## config.mk

```make
export PLATFORM = sky130hd
export DESIGN_NAME = bcd_updown_counter_flat
export DESIGN_NICKNAME = d
export VERILOG_FILES = /design/src/rtl/bcd_pkg.sv /design/src/rtl/bcd_updown_counter_if.sv /design/src/rtl/bcd_digit.sv /design/src/rtl/bcd_updown_counter.sv /design/src/flat_wrapper.sv
export SDC_FILE = /design/constraint.sdc
export NUM_CORES = 1
export LEC_CHECK = 0
export CAP_MARGIN = 15
export CORE_MARGIN = 1.5
export CORE_UTILIZATION = 29
export DETAILED_ROUTE_END_ITERATION = 7
export GPL_TIMING_DRIVEN = 1
export SLEW_MARGIN = 5
export SYNTH_ARGS = -nofsm -noshare
export SYNTH_HDL_FRONTEND = slang
export SYNTH_HIERARCHICAL = 1
export SYNTH_SLANG_ARGS = --single-unit
```

## constraint.sdc

```tcl
create_clock -name clk -period 2.8 [get_ports clk]
set_clock_uncertainty 0.1 [all_clocks]
set_input_delay 0.42 -clock clk [delete_from_list [all_inputs] [get_ports clk]]
set_output_delay 0.42 -clock clk [all_outputs]
set_load 0.02 [all_outputs]
```

## src/rtl/bcd_pkg.sv

```systemverilog
// Shared BCD definitions: digit type, decade limits and a load clamp helper.
package bcd_pkg;

  typedef logic [3:0] bcd_digit_t;

  localparam bcd_digit_t BCD_MAX = 4'd9;
  localparam bcd_digit_t BCD_MIN = 4'd0;

  // Any nibble above 9 is not a decimal digit; it is forced to the largest legal one.
  function automatic bcd_digit_t bcd_sat(input logic [3:0] nib);
    return (nib > BCD_MAX) ? BCD_MAX : nib;
  endfunction

endpackage

```

## src/rtl/bcd_updown_counter_if.sv

```systemverilog
// Control/status bundle of the BCD up/down counter.
// master = whoever drives the controls, slave = the counter itself.
interface bcd_updown_counter_if #(
  parameter int DIGITS = 4
);

  logic                  sync_clr;
  logic                  load;
  logic [4*DIGITS-1:0]   load_val;
  logic                  en;
  logic                  up;
  logic [4*DIGITS-1:0]   count;
  logic                  tc;
  logic                  load_err;

  modport master (
    output sync_clr, load, load_val, en, up,
    input  count, tc, load_err
  );

  modport slave (
    input  sync_clr, load, load_val, en, up,
    output count, tc, load_err
  );

endinterface

```

## src/rtl/bcd_digit.sv

```systemverilog
// One BCD decade. step_in is the ripple enable from the lower decades;
// step_out tells the next decade that this one is about to wrap.
module bcd_digit
  import bcd_pkg::*;
(
  input  logic       clk,
  input  logic       clr,
  input  logic       step_in,
  input  logic       up,
  input  logic       load,
  input  logic [3:0] load_digit,
  input  logic       sync_clr,
  output bcd_digit_t digit,
  output logic       step_out
);

  bcd_digit_t digit_q;
  bcd_digit_t digit_d;

  // Next digit value: clear beats load beats step; otherwise hold.
  always_comb begin
    digit_d = digit_q;
    if (sync_clr) begin
      digit_d = BCD_MIN;
    end else if (load) begin
      digit_d = bcd_sat(load_digit);
    end else if (step_in) begin
      if (up) begin
        digit_d = (digit_q == BCD_MAX) ? BCD_MIN : digit_q + 4'd1;
      end else begin
        digit_d = (digit_q == BCD_MIN) ? BCD_MAX : digit_q - 4'd1;
      end
    end
  end

  // Digit register, cleared asynchronously by clr low.
  always_ff @(posedge clk or negedge clr) begin
    if (!clr) begin
      digit_q <= BCD_MIN;
    end else begin
      digit_q <= digit_d;
    end
  end

  // A stepping decade sitting at its terminal value carries/borrows into the next one.
  assign step_out = step_in & (up ? (digit_q == BCD_MAX) : (digit_q == BCD_MIN));
  assign digit    = digit_q;

endmodule

```

## src/rtl/bcd_updown_counter.sv

```systemverilog
// DIGITS-decade BCD up/down counter built from a ripple-enabled chain of
// bcd_digit instances. Legal DIGITS range is 1..8.
module bcd_updown_counter
  import bcd_pkg::*;
#(
  parameter int DIGITS = 4
) (
  input  logic                 clk,
  input  logic                 clr,
  bcd_updown_counter_if.slave  bus
);

  logic [DIGITS:0]     step;
  logic [DIGITS-1:0]   digit_bad;
  logic [4*DIGITS-1:0] count_w;
  bcd_digit_t          digit_w [DIGITS];
  logic                load_err_q;
  logic                load_err_d;

  // The count enable is the carry/borrow into decade 0.
  assign step[0] = bus.en;

  genvar gi;
  generate
    for (gi = 0; gi < DIGITS; gi++) begin : g_digit
      bcd_digit u_digit (
        .clk        (clk),
        .clr        (clr),
        .step_in    (step[gi]),
        .up         (bus.up),
        .load       (bus.load),
        .load_digit (bus.load_val[4*gi +: 4]),
        .sync_clr   (bus.sync_clr),
        .digit      (digit_w[gi]),
        .step_out   (step[gi+1])
      );

      assign count_w[4*gi +: 4] = digit_w[gi];
      assign digit_bad[gi]      = (bus.load_val[4*gi +: 4] > BCD_MAX);
    end
  endgenerate

  // Flag a load that had to clamp at least one non-decimal digit.
  always_comb begin
    load_err_d = bus.load & ~bus.sync_clr & (|digit_bad);
  end

  // One-cycle load error flag, cleared asynchronously with the count.
  always_ff @(posedge clk or negedge clr) begin
    if (!clr) begin
      load_err_q <= 1'b0;
    end else begin
      load_err_q <= load_err_d;
    end
  end

  assign bus.count    = count_w;
  assign bus.load_err = load_err_q;
  // Carry out of the top decade means the enabled step wraps; a pending
  // clear/load or an active reset overrides the step, so no terminal count then.
  assign bus.tc       = clr & ~bus.sync_clr & ~bus.load & step[DIGITS];

endmodule

```

## src/flat_wrapper.sv

```systemverilog
// flat-port wrapper written by rule: the top's interface ports become plain ports
module bcd_updown_counter_flat import bcd_pkg::*;
#(
  parameter int DIGITS = 4
)
  (clk, clr, bus_sync_clr, bus_load, bus_load_val, bus_en, bus_up, bus_count, bus_tc, bus_load_err);
  bcd_updown_counter_if #(.DIGITS(DIGITS)) bus_i ();
  input  logic clk;
  input  logic clr;
  input wire logic [$bits(bus_i.sync_clr)-1:0] bus_sync_clr;
  input wire logic [$bits(bus_i.load)-1:0] bus_load;
  input wire logic [$bits(bus_i.load_val)-1:0] bus_load_val;
  input wire logic [$bits(bus_i.en)-1:0] bus_en;
  input wire logic [$bits(bus_i.up)-1:0] bus_up;
  output wire logic [$bits(bus_i.count)-1:0] bus_count;
  output wire logic [$bits(bus_i.tc)-1:0] bus_tc;
  output wire logic [$bits(bus_i.load_err)-1:0] bus_load_err;
  assign bus_i.sync_clr = bus_sync_clr;
  assign bus_i.load = bus_load;
  assign bus_i.load_val = bus_load_val;
  assign bus_i.en = bus_en;
  assign bus_i.up = bus_up;
  assign bus_count = bus_i.count;
  assign bus_tc = bus_i.tc;
  assign bus_load_err = bus_i.load_err;
  bcd_updown_counter #(.DIGITS(DIGITS)) u_core (.clk(clk), .clr(clr), .bus(bus_i));
endmodule
```

Word level (Yosys, flattened, before mapping)

Cells that the tools add are included.

Mux-type cells: 32
Add/sub/neg operators: 8
Reduce and logical (&&, ||, !) cells: 9
Magnitude comparators: 4
Bitwise operators: 11
Eq/ne operators: 4

Operators with widths:

| cell                                                 | count |
|---|---|
| two-way mux 4 bit                                    | 28 |
| adder 4 x 1 -> 4 bit, second input constant          | 4 |
| == test 4 bit, second input constant                 | 4 |
| greater-than comparator 4 bit, second input constant | 4 |
| zero test 4 bit                                      | 4 |
| subtractor 4 x 1 -> 4 bit, second input constant     | 4 |
| nonzero test 3 bit                                   | 4 |
| bitwise AND 1 bit                                    | 9 |
| two-way mux 1 bit                                    | 4 |
| OR reduction 4 bit                                   | 1 |
| inverter 1 bit                                       | 2 |

Output and inout bits: 18
Input port bits: 22
Flip-flop bits (word level): 17

Depth between registers and ports, before layout

Gate-level depths: netlist (run 1).

Depth after elaboration: 8
Mapped depth: 14

Cells and area by module

The synthesis (run 1) kept the hierarchy.

By module, submodules not included:

| module             | area an instance (µm²) | cells an instance | sequential area each (µm²) | instances |
|---|---|---|---|---|
| bcd_digit          | 392.9                  | 47                | 100.1                      | 4 |
| bcd_updown_counter | 72.6                   | 8                 | 25.0                       | 1 |

Worst setup path after synthesis (run 1)

OpenSTA, ideal clock, no wires.

Path type: reg-to-output
Start point: register u_core.g_digit[0].u_digit.digit_q[0]
End point: output port bus_tc
Arrival time: 2,355 ps
Data required time: 2,280 ps
Stages on the path, launching flop included: 14
Setup slack: -75 ps
Cell sequence: dfrtp_1 > buf_6 > or3_1 > a21oi_1 > buf_2 > nand2_1 > a21oi_1 > buf_2 > nand2_1 > a21oi_1 > buf_2 > nand2_1 > a21oi_1 > and4bb_2

Longest elaborated chain between the ends: 7

RTL lines:

| element                                                 | RTL line                 | source |
|---|---|---|
| from (decl)                                             | bcd_digit.sv:17          | `bcd_digit_t digit_q;` |
| from (signal assigned)                                  | bcd_digit.sv:41          | `digit_q <= digit_d;` |
| == test 4 bit / zero test 4 bit (equally long branches) | bcd_digit.sv:46          | `assign step_out = step_in & (up ? (digit_q == BCD_MAX) : (digit_q == BCD_MIN));` |
| two-way mux 1 bit (*)                                   | bcd_digit.sv:46          |  |
| bitwise AND 1 bit (*)                                   | bcd_digit.sv:46          |  |
| net u_core.step[1]                                      | bcd_updown_counter.sv:13 | `logic [DIGITS:0] step;` |
| bitwise AND 1 bit (*)                                   | bcd_digit.sv:46          |  |
| net u_core.step[2]                                      | bcd_updown_counter.sv:13 |  |
| bitwise AND 1 bit (*)                                   | bcd_digit.sv:46          |  |
| net u_core.step[3]                                      | bcd_updown_counter.sv:13 |  |
| bitwise AND 1 bit (*)                                   | bcd_digit.sv:46          |  |
| net u_core.step[4]                                      | bcd_updown_counter.sv:13 |  |
| bitwise AND 1 bit (*)                                   | bcd_updown_counter.sv:61 | `assign bus.tc = clr & ~bus.sync_clr & ~bus.load & step[DIGITS];` |
| to (decl)                                               | flat_wrapper.sv:16       | `output wire logic [$bits(bus_i.tc)-1:0] bus_tc;` |

The timed path passes the listed nets; every way through them passes the cells marked *.

Worst setup path in the final report (run 1)

Same ends and word-level chain as after synthesis.

==> metrics.md, run 1 <==
| Metric | Value |
|---|---|
| Crit path launch | u_core/g_digit[0].u_digit/digit[0]$_DFFE_PN0P_ |
| Unrepaired setup endpoints after global routing | false |
| Mapped Nets | 218 |
| ANT nets after route | 0 |
| Met2 routed WL | 2049 um |
| First-pass GRT wire length | 7334 um |
| PD cells | 362.0 mW/mm^2 |
| 1st-iter DRT viols | 75 |
| Drt wl/cell | 13.98 um |
| Highest Signal Layer | met4 |
| Clock latency on the worst-skew pair | 0.26 ns |
| Number of I/O port buffers | 39 |
| Vias in the first global route | 1530 |
| H-tree depth | 1 |
| Mapped Area | 0.001644 mm^2 |
| Crit path launch type | flip-flop |
| Synth warnings | 6 |
| Final setup fails | 0 |
| Crit-path slowest cell | dfrtp_2 |
| Hold Path Class | in -> async |
| M1 wire length | 2144 um |
| Status | finished clean |
| Cts bufs inserted | 3 |
| Final HPWL DP | 3362 um |
| CP required | 2.28 ns |
| Flop-to-flop setup slack | 0.54 ns |
| Maximum number of pins on one net before global-route repair | 22 |
| Yosys reg bits | 17 |
| Site Rows | 27 |
| Critical path endpoint | bus_tc |
| Vias | 1627 |
| Starting Density | 0.3004 |
| Rel. slew slack | 0.7769 |
| Number of buffers and inverters on the critical path | 1 |
| Die W | 78.30 um |
| Worst path cell trace | or3_4, a21oi_4, nand2_1, a21oi_2, nand2_1, a21oi_2, nand2_1, a21oi_1, and4bb_2, buf_6 |
| Sequential share of the synthesized area | 0.2588 |
| CP arrival | 2.16 ns |
| Max Cap Viol | 0 |
| Clock Tree Buf Depth | 2 |
| Syn Area/Cell | 8.388 um^2 |
| R2r endpoint | u_core/g_digit[3].u_digit/digit[2]$_DFFE_PN0P_ |
| Synth-to-Final Area Change | 35.01% |
| Ant. Diodes | 0 |
| Final period util | 0.9568 |
| Total power | 0.8035 mW |
| DRC Markers | 0 |
| Hold Slack | 0.4585 ns |
| VDD IR max | 0.1710 mV |
| Crit path max-delay family | simple AND/OR/NAND/NOR gates |
| Worst Reg2Reg Path Length in Cells | 10 |
| Die Height | 78.30 um |
| Leak pwr | 0.8631 nW |
| Critical path class | reg -> out |
| CTS tree | yes |
| Cts hold-fix bufs | 0 |
| Post-synthesis cell count | 196 |
| CTS clk-pin slew, worst paths | 0.08 ns |
| Core area | 0.005473 mm^2 |
| Final hold vios | 0 |
| Crit Reg-Reg Startpoint | u_core/g_digit[0].u_digit/digit[0]$_DFFE_PN0P_ |
| GRT Total Usage | 0.1494 |
| Clock sink count | 17 |
| Via density | 5.149 |
| CP max stage delay | 0.42 ns |
| Critical Path Most Common Cell | nand2_1 |
| GRT overflow | 0 |
| TNS Setup | 0 ns |
| Worst Setup End Kind | primary output |
| DR pass1 iterations | 4 |
| Synth unique cells | 29 |
| Post-route minimum period | 2.679 ns |
| # nets final | 267 |
| Total wire length | 4418 um |
| CP Depth | 10 |
| Pre-CTS setup slack | -0.6798 ns |
| Die Footprint | 0.006130 mm^2 |
| Max-slew violation count | 0 |
| Max FO, Critical Path | 2 |
| Max Freq | 0.3733 GHz |
| GPL Wtd Cong | 0.8281 |
| Layout cell share with drive strength beyond 1 | 0.1967 |
| Io pins | 40 |
| Initial antenna violation count | 0 |
| Final worst slack | 0.1208 ns |
| Clock Tree Root | clkbuf_8 |
| Met3 WL | 195 um |
| Core Util, Final | 0.4056 |
| Slew at the pin with the worst max-slew slack | 0.3347 ns |
| Filler cells | 586 |
## Yosys cell counts
cell / number / share of area
or2_2: 4 / 0.015
xnor2_1: 8 / 0.043
nand2_1: 16 / 0.037
dfrtp_1: 17 / 0.26
inv_1: 12 / 0.027
and4bb_2: 1 / 0.0076
a221oi_1: 12 / 0.064
a41oi_1: 1 / 0.0053
and4_4: 4 / 0.027
nor2_1: 8 / 0.018
nor2b_1: 8 / 0.030
nand3_1: 4 / 0.012
nand2b_1: 1 / 0.0038
buf_2: 4 / 0.012
o22ai_1: 4 / 0.015
nor3_1: 8 / 0.024
a211oi_1: 4 / 0.018
nor4_4: 4 / 0.052
buf_4: 8 / 0.037
o21ai_0: 8 / 0.024
buf_6: 8 / 0.055
or3_1: 4 / 0.015
a21oi_1: 16 / 0.049
mux2i_1: 8 / 0.049
o21ai_1: 8 / 0.024
o31a_1: 4 / 0.021
o21bai_1: 4 / 0.018
a311oi_1: 4 / 0.021
a31oi_1: 4 / 0.015
## area by class of cell
type	count	area (um^2)	area share
clock buffers	3	41.29	0.01860
clock inverters	1	7.507	0.003382
inverters	12	45.04	0.02029
multi-input cells	147	1027	0.4628
flip-flops and latches	17	426.7	0.1922
well taps	72	90.09	0.04059
repair buffers	64	581.8	0.2621
## worst reg2reg max path: cells and delay by family, from the launching register on
family,cells,cell delay [ns]
compound gates,4,0.61
buf+inv,1,0.16
flops,1,0.42
simple gates,5,0.89
## placed cells by master, fill, tap and decap left out, types with 8 or more instances in the layout
cell type	synthesis	final
clkdlybuf4s50_1	0	37
nor2_1	8	8
inv_1	12	12
mux2i_1	8	8
buf_4	8	24
a21oi_1	16	13
a221oi_1	12	12
nor2b_1	8	8
xnor2_1	8	8
o21ai_0	8	8
o21ai_1	8	8
nand2_1	16	16
dfrtp_1	17	16
nor3_1	8	8
## per-layer routing
metal | up-vias | global-route usage
met5 | - | 0
met4 | 0 | 0.03214
met3 | 3 | 0.02442
met2 | 34 | 0.2426
met1 | 763 | 0.2078
li1 | 827 | -
## worst min path at each step
| stage | startpoint | to | slack (ns) | cells past startpoint |
|---|---|---|---|---|
| 6_report | clr | u_core/g_digit[0].u_digit/digit[2]$_DFFE_PN0P_ | 0.46 | 2 |
| 5_1_grt | clr | u_core/g_digit[0].u_digit/digit[2]$_DFFE_PN0P_ | 0.49 | 2 |
| 4_1_cts | clr | u_core/g_digit[0].u_digit/digit[2]$_DFFE_PN0P_ | 0.48 | 2 |
| 3_5_place_dp | u_core/g_digit[2].u_digit/digit[0]$_DFFE_PN0P_ | u_core/g_digit[2].u_digit/digit[0]$_DFFE_PN0P_ | 0.68 | 3 |
| 3_3_place_gp | u_core/g_digit[0].u_digit/digit[2]$_DFFE_PN0P_ | u_core/g_digit[0].u_digit/digit[3]$_DFFE_PN0P_ | 0.65 | 3 |
| 2_1_floorplan | clr | u_core/bus.load_err$_DFF_PN0_ | 0.02 | 0 |
## state kept, by name (all words and copies together) (netlist names)
signal,count
u_core/g_digit.u_digit/digit,16
u_core/bus.load_err,1
## kinds of logic after synthesis
family,synth area share
flops,0.2588
mux,0.04871
buf+inv,0.1309
xor+xnor,0.04262
simple gates,0.2428
compound gates,0.2763
## timing repair
action                     4_1_cts  5_1_grt
pin swaps                        2        1
gates resized for setup         10        3
setup endpoints to repair        1        1
cloned                           0        0
buffers inserted                 1        0
## report_power, final
part | internal, mW | leakage (nW) | switching, mW | total (mW)
clock | 0.100 | 0.0217 | 0.0963 | 0.197
combinational | 0.159 | 0.622 | 0.171 | 0.330
sequential | 0.264 | 0.219 | 0.0134 | 0.277
total | 0.523 | 0.863 | 0.280 | 0.803
## metrics by stage
| stage | cell area, um^2 | instances |
|---|---|---|
| floorplan | 1645 | 196 |
| global placement | 2136 | 311 |
| detailed placement | 2136 | 311 |
| CTS | 2203 | 316 |
| global route | 2220 | 316 |
| finish | 2220 | 316 |
No activity file was read; power rests on OpenSTA's default activity.
==> inputs of run 2 (changes only) <==
--- a/config.mk
+++ b/config.mk
@@ -5,7 +5,7 @@
 export SDC_FILE = /design/constraint.sdc
 export NUM_CORES = 1
 export LEC_CHECK = 0
-export CAP_MARGIN = 15
+export CAP_MARGIN = 20
 export CORE_MARGIN = 1.5
 export CORE_UTILIZATION = 29
 export DETAILED_ROUTE_END_ITERATION = 7
==> constraint.sdc (replaced) <==
create_clock -name clk -period 2.6 [get_ports clk]
set_clock_uncertainty 0.1 [all_clocks]
set_input_delay 0.39 -clock clk [delete_from_list [all_inputs] [get_ports clk]]
set_output_delay 0.39 -clock clk [all_outputs]
set_load 0.02 [all_outputs]
==> run 2 against run 1 <==
The run now ends with negative setup slack left; sequential power grew 7.9%; core utilization rose by 1.7 points; count of clock-buffer cells in the layout is 1 higher; flip-flop and latch count did not move; via count grew 4.4%; final cell count is 2.5% higher; global-route usage rose by 1.1 points; combinational power increased by 15%; hold slack worse by 0.011 ns; critical path type unchanged; largest cell class unchanged.
==> metrics.md, run 2 (synthesized netlist as in run 1, its figures left out) <==
| Metric | Value |
|---|---|
| CTS clk-pin slew, worst paths | 0.07 ns |
| Total power | 0.8884 mW |
| Highest Signal Layer | met4 |
| Worst Setup End Kind | primary output |
| Rel. slew slack | 0.7239 |
| Synth-to-Final Area Change | 40.72% |
| Hold Path Class | in -> async |
| Vias | 1699 |
| 1st-iter DRT viols | 106 |
| PD cells | 384.0 mW/mm^2 |
| Flip-flop count of the largest register, all copies and words added | 16 |
| Core area | 0.005473 mm^2 |
| Final period util | 1.037 |
| Crit Reg-Reg Startpoint | u_core/g_digit[0].u_digit/digit[0]$_DFFE_PN0P_ |
| Post-route minimum period | 2.696 ns |
| CP required | 2.11 ns |
| GRT Total Usage | 0.1600 |
| Met2 routed WL | 2184 um |
| DR pass1 iterations | 4 |
| Violated checks | negative setup slack |
| DP Cell Count | 312 |
| Leak pwr | 0.9144 nW |
| First-pass GRT wire length | 7831 um |
| TNS Setup | -0.09602 ns |
| # nets final | 275 |
| Finished Cell Area | 0.002313 mm^2 |
| Site Rows | 27 |
| VDD IR max | 0.2121 mV |
| Clock Tree Buf Depth | 2 |
| GPL Wtd Cong | 0.8429 |
| Die Footprint | 0.006130 mm^2 |
| Cts bufs inserted | 3 |
| Die Height | 78.30 um |
| Slew at the pin with the worst max-slew slack | 0.4098 ns |
| Max-slew violation count | 0 |
| Max Freq | 0.3709 GHz |
| Drt wl/cell | 14.75 um |
| Clock sink count | 17 |
| Most frequent cells in the layout | 37 x clkdlybuf4s50_1, 32 x buf_4, 16 x dfrtp_1, 15 x nand2_1 |
| M1 wire length | 2345 um |
| Core Util, Final | 0.4227 |
| Non-filler cells, final | 324 |
| Io pins | 40 |
| CTS tree | yes |
| Starting Density | 0.3004 |
| ANT nets after route | 0 |
| GRT overflow | 0 |
| Filler cells | 570 |
| Max FO, Critical Path | 2 |
| DRC Markers | 0 |
| Die W | 78.30 um |
| Placed cell area | 0.002143 mm^2 |
| Clock Tree Root | clkbuf_8 |
| Final worst slack | -0.09602 ns |
| Layout cell share with drive strength beyond 1 | 0.2460 |
| Maximum number of pins on one net before global-route repair | 26 |
| Clock latency on the worst-skew pair | 0.26 ns |
| Via density | 5.244 |
| Crit path launch type | flip-flop |
| Final hold vios | 0 |
| Final setup fails | 1 |
| Vias in the first global route | 1640 |
| Status | complete, but fails checks |
| Critical path class | reg -> out |
| Crit path launch | u_core/g_digit[0].u_digit/digit[0]$_DFFE_PN0P_ |
| Unrepaired setup endpoints after global routing | true |
| Initial antenna violation count | 0 |
| Ant. Diodes | 0 |
| Max Cap Viol | 0 |
| H-tree depth | 1 |
| Number of I/O port buffers | 39 |
| Total wire length | 4779 um |
| CP arrival | 2.21 ns |
| Final HPWL DP | 3354 um |
| Most common cell after layout, fill and taps aside | clkdlybuf4s50_1 |
| Met3 WL | 191 um |
## run 2: critical path: stages, from the launching register on
cell,delay [ns]
dfrtp_2,0.43
or3_4,0.39
a21oi_4,0.14
nand2_2,0.07
a21oi_2,0.14
nand2_1,0.08
a21oi_2,0.13
nand2_1,0.08
a21oi_2,0.10
and4bb_2,0.26
buf_6,0.12
## run 2: layout make-up
cell class | instances | area, um^2 | share of cell area
Tap cell | 72 | 90.09 | 0.03894
Inverter | 12 | 45.04 | 0.01947
Sequential cell | 17 | 426.7 | 0.1844
Clock buffer | 4 | 45.04 | 0.01947
Multi-Input combinational cell | 147 | 1065 | 0.4602
Timing Repair Buffer | 72 | 641.9 | 0.2774
## run 2: per-stage QoR
| step | setup slack, ns | hold slack [ns] |
|---|---|---|
| 3_3_place_gp | -0.7669 | 0.6651 |
| 2_1_floorplan | -0.1352 | -0.005591 |
| 6_report | -0.09602 | 0.4477 |
| 3_5_place_dp | -0.8534 | 0.6643 |
| 4_1_cts | -0.1147 | 0.4554 |
| 5_1_grt | -0.1906 | 0.4756 |
## run 2: what timing repair did
| action | CTS | global route |
|---|---|---|
| hold buffers | 0 | 0 |
| cloned | 0 | 0 |
| pin swaps | 3 | 5 |
| buffers inserted | 10 | 0 |
| gates resized for setup | 15 | 7 |
| endpoints found under the setup margin | 1 | 5 |
## run 2: worst paths after layout
kind / cells after the start / slack [ns] / end
hold reg to reg: 3 / 0.69 / u_core/g_digit[1].u_digit/digit[3]$_DFFE_PN0P_
min in group clk: 3 / 0.65 / u_core/g_digit[0].u_digit/digit[0]$_DFFE_PN0P_
setup reg to reg: 13 / 0.09 / u_core/g_digit[1].u_digit/digit[2]$_DFFE_PN0P_
max in group asynchronous: 2 / 1.74 / u_core/g_digit[0].u_digit/digit[0]$_DFFE_PN0P_
hold / removal: 2 / 0.45 / u_core/g_digit[1].u_digit/digit[0]$_DFFE_PN0P_
setup / recovery: 10 / -0.1 / bus_tc
## run 2: power by group
part	switching (mW)	internal (mW)	total [mW]
clock	0.100	0.109	0.209
combinational	0.196	0.184	0.380
sequential	0.0152	0.284	0.299
total	0.311	0.577	0.888
## run 2: routing by layer
| metal | GRT usage | vias to the layer above |
|---|---|---|
| met5 | 0 | - |
| li1 | - | 838 |
| met4 | 0.04821 | 0 |
| met1 | 0.2198 | 811 |
| met3 | 0.02674 | 6 |
| met2 | 0.2557 | 44 |
